**src/rtl/memarb_pkg.sv**
```systemverilog
// Shared types for the memory port arbiter: FSM state encoding and grant selector.
package memarb_pkg;

  typedef enum logic [1:0] {ARB_IDLE, ARB_WAIT_I, ARB_WAIT_D} arb_state_t;
  typedef enum {GRANT_I, GRANT_D} arb_grant_t;

  // Width needed to hold a streak count of 0..max.
  function automatic int streak_width(input int max);
    return (max < 1) ? 1 : $clog2(max + 1);
  endfunction

endpackage

```
**src/rtl/memarb_priority.sv**
```systemverilog
// Grant selection for the shared memory port: data first, unless fetch has
// waited through D_STREAK_MAX consecutive data grants.
module memarb_priority
  import memarb_pkg::*;
#(
  parameter int D_STREAK_MAX = 4,
  parameter int STREAK_W     = streak_width(D_STREAK_MAX)
) (
  input  logic                i_valid,
  input  logic                d_valid,
  input  logic [STREAK_W-1:0] streak,
  output arb_grant_t          grant
);

  logic fetch_due;

  assign fetch_due = i_valid && (streak == STREAK_W'(D_STREAK_MAX));
  assign grant     = (d_valid && !fetch_due) ? GRANT_D : GRANT_I;

endmodule

```
**src/rtl/mem_port_arbiter.sv**
```systemverilog
// Shares one memory port between instruction fetch and data access, one
// transaction in flight. Define MEMARB_STATS_EN to add grant/stall/drop counters.
//
// state      | meaning
// ARB_IDLE   | no transaction outstanding; arbitrate and forward the winner
// ARB_WAIT_I | fetch request accepted by memory; awaiting its response
// ARB_WAIT_D | data request accepted by memory; awaiting its response
module mem_port_arbiter
  import memarb_pkg::*;
#(
  parameter int ADDR_W       = 32,
  parameter int DATA_W       = 32,
  parameter int D_STREAK_MAX = 4
) (
  input  logic              clk,
  input  logic              reset,
  input  logic              i_req_valid,
  output logic              i_req_ready,
  input  logic [ADDR_W-1:0] i_req_addr,
  input  logic              i_kill,
  output logic              i_resp_valid,
  output logic [ADDR_W-1:0] i_resp_addr,
  output logic [DATA_W-1:0] i_resp_inst,
  input  logic              d_req_valid,
  output logic              d_req_ready,
  input  logic [ADDR_W-1:0] d_req_addr,
  input  logic              d_req_wen,
  input  logic [DATA_W-1:0] d_req_wdata,
  output logic              d_resp_valid,
  output logic [DATA_W-1:0] d_resp_rdata,
  output logic              mem_req_valid,
  input  logic              mem_req_ready,
  output logic [ADDR_W-1:0] mem_req_addr,
  output logic              mem_req_wen,
  output logic [DATA_W-1:0] mem_req_wdata,
  input  logic              mem_resp_valid,
  input  logic [ADDR_W-1:0] mem_resp_addr,
  input  logic [DATA_W-1:0] mem_resp_rdata
`ifdef MEMARB_STATS_EN
  ,
  output logic [31:0]       stat_i_grants,
  output logic [31:0]       stat_d_grants,
  output logic [31:0]       stat_i_stall_cycles,
  output logic [31:0]       stat_drops
`endif
);

  localparam int STREAK_W = streak_width(D_STREAK_MAX);

  arb_state_t          state_q, state_d;
  logic [STREAK_W-1:0] streak_q, streak_d;
  logic                drop_q, drop_d;
  arb_grant_t          grant;
  logic                handshake;
  logic                resp_dropped;

  memarb_priority #(
    .D_STREAK_MAX(D_STREAK_MAX),
    .STREAK_W    (STREAK_W)
  ) u_priority (
    .i_valid(i_req_valid),
    .d_valid(d_req_valid),
    .streak (streak_q),
    .grant  (grant)
  );

  assign i_resp_addr  = mem_resp_addr;
  assign i_resp_inst  = mem_resp_rdata;
  assign d_resp_rdata = mem_resp_rdata;

  always_ff @(posedge clk or posedge reset) begin
    if (reset) begin
      state_q  <= ARB_IDLE;
      streak_q <= '0;
      drop_q   <= 1'b0;
    end else begin
      state_q  <= state_d;
      streak_q <= streak_d;
      drop_q   <= drop_d;
    end
  end

  always_comb begin
    state_d       = state_q;
    streak_d      = streak_q;
    drop_d        = drop_q;
    mem_req_valid = 1'b0;
    mem_req_addr  = i_req_addr;
    mem_req_wen   = 1'b0;
    mem_req_wdata = '0;
    i_req_ready   = 1'b0;
    d_req_ready   = 1'b0;
    i_resp_valid  = 1'b0;
    d_resp_valid  = 1'b0;
    handshake     = 1'b0;
    resp_dropped  = 1'b0;

    case (state_q)
      ARB_IDLE: begin
        mem_req_valid = i_req_valid | d_req_valid;
        if (grant == GRANT_D) begin
          mem_req_addr  = d_req_addr;
          mem_req_wen   = d_req_wen;
          mem_req_wdata = d_req_wdata;
          d_req_ready   = mem_req_ready;
        end else begin
          i_req_ready   = mem_req_ready;
        end
        handshake = mem_req_valid && mem_req_ready;
        if (handshake) begin
          if (grant == GRANT_D) begin
            state_d = ARB_WAIT_D;
            // Streak only grows while fetch is actually being held off.
            if (!i_req_valid)
              streak_d = '0;
            else if (streak_q != STREAK_W'(D_STREAK_MAX))
              streak_d = streak_q + STREAK_W'(1);
          end else begin
            state_d  = ARB_WAIT_I;
            streak_d = '0;
            drop_d   = i_kill;
          end
        end
      end
      ARB_WAIT_I: begin
        if (mem_resp_valid) begin
          // A kill coinciding with the response flushes it as well.
          resp_dropped = drop_q || i_kill;
          i_resp_valid = !resp_dropped;
          drop_d       = 1'b0;
          state_d      = ARB_IDLE;
        end else if (i_kill) begin
          drop_d = 1'b1;
        end
      end
      ARB_WAIT_D: begin
        if (mem_resp_valid) begin
          d_resp_valid = 1'b1;
          state_d      = ARB_IDLE;
        end
      end
      default: state_d = ARB_IDLE;
    endcase

    if (reset) begin
      mem_req_valid = 1'b0;
      i_req_ready   = 1'b0;
      d_req_ready   = 1'b0;
      i_resp_valid  = 1'b0;
      d_resp_valid  = 1'b0;
    end
  end

`ifdef MEMARB_STATS_EN
  logic i_grant_evt, d_grant_evt, i_stall_evt;

  assign i_grant_evt = handshake && (grant == GRANT_I) && !reset;
  assign d_grant_evt = handshake && (grant == GRANT_D) && !reset;
  assign i_stall_evt = i_req_valid && !i_req_ready;

  always_ff @(posedge clk or posedge reset) begin
    if (reset) begin
      stat_i_grants       <= '0;
      stat_d_grants       <= '0;
      stat_i_stall_cycles <= '0;
      stat_drops          <= '0;
    end else begin
      if (i_grant_evt && stat_i_grants != '1)         stat_i_grants       <= stat_i_grants + 32'd1;
      if (d_grant_evt && stat_d_grants != '1)         stat_d_grants       <= stat_d_grants + 32'd1;
      if (i_stall_evt && stat_i_stall_cycles != '1)   stat_i_stall_cycles <= stat_i_stall_cycles + 32'd1;
      if (resp_dropped && stat_drops != '1)           stat_drops          <= stat_drops + 32'd1;
    end
  end
`endif

endmodule
```
**config.mk**
```make
export PLATFORM = sky130hd
export DESIGN_NAME = mem_port_arbiter
export DESIGN_NICKNAME = d
export VERILOG_FILES = /design/src/rtl/memarb_pkg.sv /design/src/rtl/memarb_priority.sv /design/src/rtl/mem_port_arbiter.sv
export SDC_FILE = /design/constraint.sdc
export NUM_CORES = 1
export LEC_CHECK = 0
export BUFFER_PORTS_ARGS = -buffer_cell sky130_fd_sc_hd__clkbuf_2
export CORE_AREA = 3 3 127 129
export CTS_BUF_LIST = sky130_fd_sc_hd__clkbuf_4 sky130_fd_sc_hd__clkbuf_8 sky130_fd_sc_hd__clkbuf_16
export DETAILED_ROUTE_END_ITERATION = 12
export DIE_AREA = 0 0 130 132
export SLEW_MARGIN = 20
export SYNTH_ARGS = -nofsm -noshare
export SYNTH_HDL_FRONTEND = slang
export SYNTH_SLANG_ARGS = --single-unit
```
**constraint.sdc**
```tcl
create_clock -name clk -period 2.2 [get_ports clk]
set_clock_uncertainty 0.15 [all_clocks]
set_input_delay 0.22 -clock clk [delete_from_list [all_inputs] [get_ports clk]]
set_output_delay 0.22 -clock clk [all_outputs]
set_load 0.005 [all_outputs]
```
==> qor.yml, run 1 <==
crit_fanout: 12
critPathLaunchType: "register"
synth_mux_area_frac: 0.2426
num_vias: 1785
synth_seq_cells: 6
synth_top_cell_area_share: 0.3593
synth_fa_ha_area_frac: 0.03704
synth_edf_count: 0
hold_path_depth: 3
root_buffer: "clkbuf_16"
synthSimpleGateAreaFrac: 0.1691
gp_congestion: 0.7148
rsz0062_at_grt: "true"
synth_async_sr_flop_share: 1.000
grt_max_degree: 24
vias_per_cell: 3.570
rows: 45
drc: 0
crit_buf_inv: 3
grt_pass1_wl_mm: 9.142
drive_above_1_share: 0.7419
die_area_um2: 17160
power_density_nw_per_um2: 758.0
slew_violations: 0
htree_num_levels: 1
seq_area_um2: 150.1
cts_num_sinks: 6
nFillCells: 1678
synth_xor_area_frac: 0
yosysTopAreaCell: "buf_4"
die_h_um: 132
finalHoldViolCount: 0
cpLargestDelayFamily: "flip-flops"
yosysMostFrequentCell: "buf_4"
pre_cts_slack_ns: 0.1779
syn_nets: 401
crit_path_cell_trace: "inv_2 > ha_4 > nand3_2 > and3_4 > buf_12 > mux2_4 > clkbuf_2"
ys_types: 31
synth_top_family_by_area: "buffers and inverters"
maxCapViolations: 0
first_global_vias: 1666
relSlewSlack: 0.7257
rr_worst_depth: 5
wire_per_inst_um: 14.57
worst_pin_slew_ns: 0.4096
synth-seq-area-share: 0.07407
ant_nets: 0
peakVddDrop_mv: 0.3879
critical_path_required_ns: 1.83
insertion_delay_ns: 0.23
critPathCaptureType: "output port"
finalWirelength_mm: 7.286
nets: 486
cts_buffers: 3
cts_tree: "yes"
slowest_stage: "dfrtp_1"
setup_slack_ns: 0.06877
die_w_um: 130
track_usage: 0.07022
coreArea_um2: 15150
antenna_found_initial: 2
synth-main-ff-cell: "dfrtp_1"
io_pins: 334
drtIter0Drc: 47
fmax_ghz: 0.4692
crit_cells: 7
start_util: 0.1338
multi_input_area_um2: 1020
io_buffers: 173
slowest_delay_ns: 0.37
power.leakage_nw: 1.404
worst_ep_arrival_time_ns: 1.76
period_share: 0.9687
synth_compound_area_frac: 0.04691
synth_commonest_cells: "97 x buf_4, 33 x and2_1, 32 x mux2_4"
setup_viol: 0
synth_area_um2: 2027
final.min_clock_period_ns: 2.131
synth_area_leaders: "buf_4 36%, mux2_4 24%, and2_1 10%"
clockBufferDepth: 2
syn_inst: 227
critical_path_class: "register to output port"
area_delta_synth_final_pct: 24.94
avgSynthCellArea_um2: 8.929
final_core_util: 0.1672
hold_path.class: "input port to register"
outcome: "complete, no violations"
ys_warn_count: 0
gr-total-overflow: 0
clkTransAtPathRegs_ns: 0.03
dr.pass1.iters: 4
hpwlAfterDp_mm: 5.703
worst register-to-register path, cell delays in order (launching register included):
cell and delay (ns):
dfrtp_1 0.39, buf_4 0.15, ha_1 0.23, or3b_2 0.48, a211oi_1 0.24, nor3b_1 0.08
power by group:
part,switching [mW],leakage [nW],internal [mW]
clock network,0.0616,0.0370,0.233
registers,0.0296,0.0796,0.148
logic,0.614,1.29,0.832
timing repair:
action,in CTS,in global routing
hold buffers,1,0
resized for setup,9,0
endpoints found under the hold margin,6,0
cloned,2,1
pin swaps,2,0
buffers inserted,5,3
endpoints found under the setup margin,32,51
registers in the layout, indices dropped and copies added (netlist names):
signal,count
streak_q,3
state_q,2
drop_q,1
path summary, 6_finish.rpt:
check                                    to         from  slack (ns)
hold reg to reg                 streak_q[0]  streak_q[0]        0.37
hold / removal                  streak_q[1]  i_req_valid        0.21
setup / recovery           mem_req_addr[16]  streak_q[0]        0.07
max in group asynchronous       streak_q[0]        reset        1.31
setup reg to reg                     drop_q   state_q[0]        0.36
min in group asynchronous            drop_q        reset        0.35
final cells by class:
type | instances | share of cell area
timing repair buffer | 186 | 0.4046
multi-input combinational | 109 | 0.4027
tap | 188 | 0.09289
sequential | 6 | 0.05929
clock buffer | 3 | 0.02964
inverter | 6 | 0.008893
antenna | 2 | 0.001976
kinds of logic (layout without fill, tap and decap cells):
group | count (synthesis) | after routing
compound gates | 14 | 14
fa+ha+maj | 6 | 6
buf+inv | 112 | 195
flops | 6 | 6
mux | 33 | 33
other cells | 0 | 2
simple gates | 56 | 56
through the flow:
stage | TNS (ns) | std cells | instance area, um^2 | power (mW) | hold slack (ns)
finish | 0 | 500 | 2532 | 1.920 | 0.2128
global route | -0.07082 | 499 | 2530 | 2.096 | 0.2619
CTS | -0.01695 | 496 | 2540 | 1.957 | 0.2145
detailed placement | 0 | 485 | 2326 | 1.424 | 0.03119
global placement | 0 | 485 | 2326 | 1.416 | 0.03185
floorplan | 0 | 227 | 2027 | 1.181 | -0.1145
metal layers:
metal	GRT usage	vias to the layer above	part of all wire
met5	0	-	0
met4	0.01212	0	0.0043
met1	0.08652	761	0.41
met3	0.04741	4	0.16
li1	-	813	-
met2	0.1029	207	0.42
cells in the final DEF (no fill, tap or decap), drive strengths merged:
cell,count
o21a,2
diode,2
a32o,2
and3,3
ha,6
inv,6
nor3b,1
or3b,1
nand4,2
dlygate4sd3,1
nand2,5
a211oi,1
mux2,33
a21oi,1
and2,33
nand2b,3
buf,11
nor2b,1
nor2,3
clkbuf,177
dfrtp,6
and4,1
nor3,1
o211ai,1
o21ai,4
a21boi,1
o22ai,2
nand3,2
No activity file was read; power rests on OpenSTA's default activity.
==> run 2: changes to the inputs <==
- CELL_PAD_IN_SITES_DETAIL_PLACEMENT: default -> 0
- CELL_PAD_IN_SITES_GLOBAL_PLACEMENT: default -> 1
- MAX_ROUTING_LAYER: default -> met4
- PLACE_DENSITY_LB_ADDON: default -> 0.1
==> qor.yml, run 2 (synthesis results as in run 1) <==
die_w_um: 130
die_area_um2: 17160
layout_commonest_cell: "clkbuf_2"
switching_share: 0.3619
crit_start: "streak_q[0]"
slowest_stage: "dfrtp_1"
finalWirelength_mm: 7.180
final.min_clock_period_ns: 2.113
regMostFlops: "streak_q"
critical_path_class: "register to output port"
peakVddDrop_mv: 0.2350
seqPwrFrac: 0.090
dr.pass1.iters: 4
worst_ep_arrival_time_ns: 1.74
antenna_found_initial: 0
cts_tree: "yes"
placed_area_um2: 2328
critical_path_required_ns: 1.83
setup_viol: 0
crit_buf_inv: 3
nFillCells: 1747
crit_path_cell_trace: "inv_2 > ha_4 > nand3_2 > and3_4 > buf_8 > mux2_4 > clkbuf_2"
track_usage: 0.07590
p_switching_uw: 697.8
grt_max_degree: 24
regToRegEndpoint: "drop_q"
p_clk_frac: 0.150
gp_congestion: 0.7029
slew_violations: 0
relSlewSlack: 0.7088
critPathLaunchType: "register"
htree_num_levels: 1
drtIter0Drc: 33
clockBufferDepth: 2
finalHoldViolCount: 0
largest_reg_flops: 3
power_density_nw_per_um2: 753.2
first_global_vias: 1760
power.internal_mw: 1.230
cts_buffers: 3
insertion_delay_ns: 0.22
final_cell_mix: "172 x clkbuf_2, 33 x and2_1, 32 x mux2_4, 8 x buf_4, 6 x dfrtp_1"
wire_per_inst_um: 14.39
rows: 45
num_vias: 1706
slowest_delay_ns: 0.35
nets: 487
io_buffers: 173
crit_fanout: 12
ant_nets: 0
maxCapViolations: 0
worst_pin_slew_ns: 0.4329
period_share: 0.9604
crit_cells: 7
drive_above_1_share: 0.7428
area_delta_synth_final_pct: 26.30
cp-endpoint: "mem_req_addr[24]"
root_buffer: "clkbuf_16"
setup_slack_ns: 0.08709
coreArea_um2: 15150
cts_num_sinks: 6
ff2ff_setup_slack_ns: 0.39
final_area_um2: 2560
fmax_ghz: 0.4733
rr_worst_depth: 5
r2r-start: "state_q[0]"
rsz0062_at_grt: "true"
drc: 0
diodes: 0
start_util: 0.1338
io_pins: 334
largestRegisters: "streak_q (3), state_q (2), drop_q (1)"
cpLargestDelayFamily: "buffers and inverters"
clkTransAtPathRegs_ns: 0.03
grt_pass1_wl_mm: 9.991
vias_per_cell: 3.419
hpwlAfterDp_mm: 6.217
hold_path.class: "input port to register"
pre_cts_slack_ns: 0.1717
power.leakage_nw: 1.417
critPathCaptureType: "output port"
outcome: "complete, no violations"
die_h_um: 132
pwr-share-comb: 0.761
gr-total-overflow: 0
-- run 2: changes by cell type in the layout (fill, tap and decap cells not counted), moves of 2 or more --
cell	before	now
buf_12	3	1
diode_2	2	0
buf_16	0	2
buf_8	0	2
-- run 2: timing repair --
| action | CTS | global route |
|---|---|---|
| endpoints found under the setup margin | 32 | 21 |
| hold buffers | 1 | 0 |
| gates cloned | 2 | 0 |
| resized for setup | 12 | 4 |
| pin swaps | 2 | 1 |
| buffers inserted | 6 | 1 |
| endpoints found under the hold margin | 3 | 0 |
-- run 2: area by class of cell --
type	instances	area (um^2)	area share
clock buffers	3	75.07	0.02933
flip-flops and latches	6	150.1	0.05865
repair buffers	187	1047	0.4091
inverters	6	22.52	0.008798
multi-input cells	109	1030	0.4022
well taps	188	235.2	0.09189
-- run 2: routing by layer --
metal | up-vias | part of all wire | global-route usage
met4 | 0 | 0.0015 | 0.01039
met2 | 146 | 0.49 | 0.1384
met5 | - | 0 | -
met1 | 745 | 0.37 | 0.07850
met3 | 2 | 0.13 | 0.02917
li1 | 813 | - | -
-- run 2: stage by stage --
stage                     total power, mW  TNS [ns]    util  instances  hold slack, ns
after floorplan                     1.181         0       -        227         -0.1145
after global placement              1.472         0  0.1537        487         0.01832
after detailed placement            1.450         0  0.1537        487         0.01797
after CTS                           1.977         0  0.1688        499          0.2355
after global routing                2.107  -0.02638  0.1690        499          0.2701
final                               1.928         0  0.1690        499          0.2350
-- run 2: how the worst min path moves through the flow --
stage	from	to	slack, ns	depth (start not counted)
3_3_place_gp	reset	drop_q	0.02	2
3_5_place_dp	reset	drop_q	0.02	2
2_1_floorplan	reset	drop_q	-0.11	1
4_1_cts	i_req_valid	streak_q[1]	0.24	3
5_1_grt	i_req_valid	streak_q[2]	0.27	2
6_report	i_req_valid	streak_q[1]	0.24	3
-- run 2: worst min-delay path, stage by stage --
cell      delay, ns
clkbuf_2       0.15
nand4_1        0.12
o21ai_0        0.07
-- run 2: power groups by stage --
stage	sequential (mW)	combinational, mW	clock (mW)
final	0.173	1.47	0.288
after global routing	0.178	1.63	0.302
after CTS	0.173	1.51	0.294
after detailed placement	0.178	1.27	0
after global placement	0.180	1.29	0
after floorplan	0.171	1.01	0
